$ cat src/rtl/time_counter.sv
// time_counter: BCD hh:mm:ss timekeeper driven by a 1 Hz square wave sampled
// in the clk_in domain. A button FSM sets the hour and minute fields.
//
// Optional feature macro: ALARM_EN. When it is defined the block adds BCD
// alarm hour/minute registers, two more set states, and the alarm ports.
//
// Ports:
//   clk_in     in   1 kHz system clock
//   rst_n      in   asynchronous reset, active low
//   clk_1hz    in   1 Hz square wave from the divider (clk_in domain)
//   btn_mode   in   1-cycle pulse, advances mode
//   btn_inc    in   1-cycle pulse, increments the selected field
//   alarm_en   in   alarm enable (ALARM_EN only)
//   hour_bcd   out  {tens,units} BCD hour
//   min_bcd    out  {tens,units} BCD minute
//   sec_bcd    out  {tens,units} BCD second
//   mode       out  0=RUN 1=SET_HR 2=SET_MIN (3=SET_AL_HR 4=SET_AL_MIN)
//   tick_1s    out  1-cycle pulse, high when a second was counted
//   alarm_ring out  high while the alarm time matches (ALARM_EN only)
module time_counter #(
  parameter int unsigned HOURS      = 24,
  parameter int unsigned HOUR_RESET = 0
) (
  input  logic       clk_in,
  input  logic       rst_n,
  input  logic       clk_1hz,
  input  logic       btn_mode,
  input  logic       btn_inc,
`ifdef ALARM_EN
  input  logic       alarm_en,
  output logic       alarm_ring,
`endif
  output logic [7:0] hour_bcd,
  output logic [7:0] min_bcd,
  output logic [7:0] sec_bcd,
  output logic [2:0] mode,
  output logic       tick_1s
);

  localparam logic [7:0] HOUR_MAX_BCD   = {4'((HOURS - 1) / 10), 4'((HOURS - 1) % 10)};
  localparam logic [7:0] HOUR_RESET_BCD = {4'(HOUR_RESET / 10), 4'(HOUR_RESET % 10)};
  localparam logic [7:0] MIN_SEC_MAX    = 8'h59;

  typedef enum logic [2:0] {
    RUN        = 3'd0,
    SET_HR     = 3'd1,
    SET_MIN    = 3'd2,
    SET_AL_HR  = 3'd3,
    SET_AL_MIN = 3'd4
  } state_t;

  state_t     state_q, state_d;
  logic       clk_1hz_d;
  logic       tick_c;
  logic [7:0] hour_d, min_d, sec_d;
  logic       tick_d;
`ifdef ALARM_EN
  logic [7:0] al_hr_q, al_min_q, al_hr_d, al_min_d;
`endif

  // BCD increment with wrap to 00 once the field reaches its maximum
  function automatic logic [7:0] bcd_inc(input logic [7:0] v, input logic [7:0] max);
    if (v == max)
      return 8'h00;
    else if (v[3:0] == 4'd9)
      return {v[7:4] + 4'd1, 4'd0};
    else
      return {v[7:4], v[3:0] + 4'd1};
  endfunction

  // Rising edge of the 1 Hz wave; acted on at the same edge that samples it
  assign tick_c = clk_1hz & ~clk_1hz_d;
  assign mode   = 3'(state_q);

  // Next-state and field update; btn_mode takes priority over inc and tick
  always_comb begin
    state_d = state_q;
    hour_d  = hour_bcd;
    min_d   = min_bcd;
    sec_d   = sec_bcd;
    tick_d  = 1'b0;
`ifdef ALARM_EN
    al_hr_d  = al_hr_q;
    al_min_d = al_min_q;
`endif
    if (btn_mode) begin
      case (state_q)
        RUN: begin
          state_d = SET_HR;
          sec_d   = 8'h00;
        end
        SET_HR:  state_d = SET_MIN;
`ifdef ALARM_EN
        SET_MIN:   state_d = SET_AL_HR;
        SET_AL_HR: state_d = SET_AL_MIN;
`endif
        default: state_d = RUN;
      endcase
    end else begin
      case (state_q)
        RUN: begin
          if (tick_c) begin
            tick_d = 1'b1;
            sec_d  = bcd_inc(sec_bcd, MIN_SEC_MAX);
            if (sec_bcd == MIN_SEC_MAX) begin
              min_d = bcd_inc(min_bcd, MIN_SEC_MAX);
              if (min_bcd == MIN_SEC_MAX)
                hour_d = bcd_inc(hour_bcd, HOUR_MAX_BCD);
            end
          end
        end
        SET_HR:  if (btn_inc) hour_d = bcd_inc(hour_bcd, HOUR_MAX_BCD);
        SET_MIN: if (btn_inc) min_d = bcd_inc(min_bcd, MIN_SEC_MAX);
`ifdef ALARM_EN
        SET_AL_HR:  if (btn_inc) al_hr_d = bcd_inc(al_hr_q, HOUR_MAX_BCD);
        SET_AL_MIN: if (btn_inc) al_min_d = bcd_inc(al_min_q, MIN_SEC_MAX);
`endif
        default: ;
      endcase
    end
  end

  // State and time registers
  always_ff @(posedge clk_in or negedge rst_n) begin
    if (!rst_n) begin
      state_q   <= RUN;
      clk_1hz_d <= 1'b0;
      hour_bcd  <= HOUR_RESET_BCD;
      min_bcd   <= 8'h00;
      sec_bcd   <= 8'h00;
      tick_1s   <= 1'b0;
    end else begin
      state_q   <= state_d;
      clk_1hz_d <= clk_1hz;
      hour_bcd  <= hour_d;
      min_bcd   <= min_d;
      sec_bcd   <= sec_d;
      tick_1s   <= tick_d;
    end
  end

`ifdef ALARM_EN
  // Alarm registers; ring compares the current registered time
  always_ff @(posedge clk_in or negedge rst_n) begin
    if (!rst_n) begin
      al_hr_q    <= 8'h00;
      al_min_q   <= 8'h00;
      alarm_ring <= 1'b0;
    end else begin
      al_hr_q    <= al_hr_d;
      al_min_q   <= al_min_d;
      alarm_ring <= (state_q == RUN) && alarm_en &&
                    (hour_bcd == al_hr_q) && (min_bcd == al_min_q);
    end
  end
`endif

endmodule

$ cat config.mk
export PLATFORM = sky130hd
export DESIGN_NAME = time_counter
export DESIGN_NICKNAME = d
export VERILOG_FILES = /design/src/rtl/time_counter.sv
export SDC_FILE = /design/constraint.sdc
export NUM_CORES = 1
export LEC_CHECK = 0
export ABC_CLOCK_PERIOD_IN_PS = 5000
export CAP_MARGIN = 5
export CORE_MARGIN = 2
export CORE_UTILIZATION = 54
export CTS_CLUSTER_DIAMETER = 80
export CTS_CLUSTER_SIZE = 40
export DETAILED_ROUTE_END_ITERATION = 10
export GPL_TIMING_DRIVEN = 0
export HOLD_SLACK_MARGIN = 0.08
export PLACE_DENSITY = 0.9
export SYNTH_ARGS = -nofsm -noshare
export SYNTH_HDL_FRONTEND = slang
export SYNTH_SLANG_ARGS = --single-unit
$ cat constraint.sdc
create_clock -name clk_in -period 5 [get_ports clk_in]
set_clock_uncertainty 0.2 [all_clocks]
set_input_delay 1 -clock clk_in [delete_from_list [all_inputs] [get_ports clk_in]]
set_output_delay 1 -clock clk_in [all_outputs]
set_load 0.01 [all_outputs]
==> run metrics <==
crit path DAT=about 1.4 ns; largest vdd supply drop=0.3313 mV; cell area after placement=1924 sq um; net count after synthesis=162; cell taking the most area after synthesis=sky130_fd_sc_hd__dfrtp_1; clock transition at the registers of the reported paths=around 0.14 ns; leakage=0.9030 nW; part of the power in the clock network=0.119; routed via count=approximately 1300; reg-to-reg slack, setup=approximately 2.9 ns; number of DRC markers in iteration 0=35; drt via density=5.860; area share of the largest cell type after synthesis=0.4420; Inserted Diodes=0; Tightest Hold Check Type=reg2reg; buffers plus inverters on the worst setup path=1; Layout area overhead=23.36%; Synth Register Bits=28; largest incremental delay on the critical path=0.59 ns; top post-synthesis cells by count=28 x sky130_fd_sc_hd__dfrtp_1, 15 x sky130_fd_sc_hd__nor2_1, 10 x sky130_fd_sc_hd__o21ai_0; post-route setup TNS=0 ns; power spent charging and discharging nets=0.3622 mW; switching power share of the total=0.3853; placed wire-length estimate after detailed placement=2378 um; Total GRT Usage=0.2066; final setup violation count=0; portion of the post-synthesis area used by sequential elements=0.4420; Final Hold Vio Count=0; combinational cell fraction of total power=0.456; number of buffers inserted during clock tree synthesis=3; normalized max-slew margin=0.5776; detailed-router iteration count before antenna repair=4; area enclosed by the die boundary=roughly 3400 sq um; total standard cell area after synthesis=1585 sq um; Chip Height=58.18 um; number of gates given a new drive strength after cts=0; number of global-route vias before repair=1236; number of buffers inserted by hold repair at cts=0; kind of cell adding the most delay to the critical path=buffers and inverters; Post-CTS Setup Inserts=0; post-route standard cell area excluding fillers=1956 sq um; largest driver fanout on the critical path=8; ys async rst share=1.000; total grt overflow=0; cell at the root of the clock tree=sky130_fd_sc_hd__clkbuf_4; max-cap viol count=0; input/output buffers=30; final critical path time including I/O delays and setup=~2.6 ns; status=finished clean; CTS tree=done; Period Utilization, post-route=0.5277; antenna violations before repair=0; maximum operating frequency=0.3790 GHz; largest buffer count on any clock path=2; cell count after synthesis=roughly 150; Most used DFF post-synth=sky130_fd_sc_hd__dfrtp_1; startpoint kind of the worst setup timing path=register; largest net degree at the start of global routing=29; die width=58.18 um; most repeated cell in the gate-level netlist after synthesis=sky130_fd_sc_hd__dfrtp_1; total count of max-transition violations in the final report=0; starting density of the core=0.5700; placement row count=19; slowest library cell on the worst path=sky130_fd_sc_hd__clkdlybuf4s50_1; Avg Cell Area, Syn=~11 sq um; RSZ-0062 raised after global routing=no; cell-internal power=just under 0.6 mW; Warnings, synthesis=0; number of top-level design ports=33; part of the total power dissipated in sequential elements=0.425; clock latency at the later pin of the worst-skew pair=0.33 ns; Crit Path Class=reg2out; Worst Tran Pin Value=0.6336 ns; Final GP Congestion=0.7957; PD cells=480.7 nW/um^2; non-filler instance count after layout=~210; DRC violation count after routing=0; data required time at the worst endpoint=3.80 ns; layout cells sized above 1=0.1366; Worst setup EP type=output port; wire length of the first global-routing pass=5395 um; worst path cell trace=clkdlybuf4s50_1; fin nets=slightly below 200; Clock Sink Count=28; core region area=between 2000 and 3000 sq um; average wire length per cell after detail routing=between 10 and 15 um; H-tree depth=1; Layout Utilization=0.7031; total wirelength of the detailed-routed design=3188 um; number of library cell types mapped by synthesis=48; post-route antenna net violation count=0; cell count after placement=between 200 and 250; main area contributors after synthesis=sky130_fd_sc_hd__dfrtp_1 44%, sky130_fd_sc_hd__ha_1 6.3%, sky130_fd_sc_hd__nor2_1 3.6%, sky130_fd_sc_hd__o21ai_0 3.2%, sky130_fd_sc_hd__mux2_4 2.8%; number of enable flip-flop cells after synthesis=0
[through the flow]
stage / hold slack, ns / total power, mW / setup slack [ns]
4_1_cts: 0.3258 / 0.9488 / 2.349
5_1_grt: 0.3710 / 1.006 / 2.307
6_report: 0.3181 / 0.9401 / 2.361
2_1_floorplan: 0.3259 / 0.6310 / 2.573
3_5_place_dp: 0.2984 / 0.8344 / 2.065
3_3_place_gp: 0.2940 / 0.8062 / 2.103
[per-layer routing]
| layer | up-vias | global-route usage | routed length [um] |
|---|---|---|---|
| met5 | - | 0 | 0 |
| met4 | 0 | 0.07641 | 46 |
| met3 | 5 | 0.02679 | 121 |
| met2 | 29 | 0.3474 | 1593 |
| met1 | 626 | 0.2737 | 1426 |
| li1 | 594 | - | - |
[placed cells by master, fill, tap and decap left out, drive strengths merged, types with 4 or more instances in the layout]
| cell type | count |
|---|---|
| dfrtp | 28 |
| buf | 5 |
| clkbuf | 4 |
| o21ai | 10 |
| nand2 | 7 |
| nand3 | 9 |
| ha | 8 |
| nor2 | 16 |
| clkdlybuf4s50 | 29 |
| nor3 | 4 |
| nor2b | 5 |
| mux2 | 6 |
| inv | 7 |
[state kept, by name, summed over array words and instances, names as in the netlist]
register / count
clk_1hz_d: 1
hour_bcd: 8
min_bcd: 8
mode: 2
sec_bcd: 8
tick_1s: 1
[path summary, 6_finish.rpt]
path                       depth (start not counted)                     from                       to
max                                                1  hour_bcd[0]$_DFFE_PN0P_              hour_bcd[0]
min                                                1  hour_bcd[7]$_DFFE_PN0P_  hour_bcd[7]$_DFFE_PN0P_
max reg2reg                                        7   min_bcd[0]$_DFFE_PN0P_  hour_bcd[2]$_DFFE_PN0P_
min reg2reg                                        1  hour_bcd[7]$_DFFE_PN0P_  hour_bcd[7]$_DFFE_PN0P_
max in group asynchronous                          1                    rst_n      mode[0]$_DFFE_PN0P_
min in group asynchronous                          1                    rst_n   min_bcd[3]$_DFFE_PN0P_
[power groups by stage]
stage	Clock [mW]	Combinational, mW	Sequential (mW)
after floorplan	0	0.217	0.414
after global placement	0	0.412	0.394
after CTS	0.116	0.434	0.399
final	0.112	0.429	0.400
after detailed placement	0	0.432	0.403
after global routing	0.121	0.468	0.416
[logic make-up (layout without fill, tap and decap cells)]
| group | Yosys count | in the layout | synth area share |
|---|---|---|---|
| adder cells (fa/ha/maj) | 8 | 8 | 0.06314 |
| AO/OA/AOI/OAI | 28 | 28 | 0.1263 |
| multiplexers | 7 | 7 | 0.05603 |
| XOR/XNOR | 6 | 6 | 0.03316 |
| buffers and inverters | 11 | 45 | 0.03867 |
| other | 1 | 1 | 0.002366 |
| AND/OR/NAND/NOR | 60 | 60 | 0.2384 |
| flip-flops | 28 | 28 | 0.4420 |
[area by class of cell]
class,count,area [sq um]
Fill cell,211,825.8
Buffer,4,35.03
Multi-Input combinational cell,110,823.3
Sequential cell,28,700.7
Clock buffer,4,36.28
Inverter,7,26.28
Timing Repair Buffer,30,295.3
Tap cell,31,38.79
Note: power is estimated with default switching activity, not from simulation.
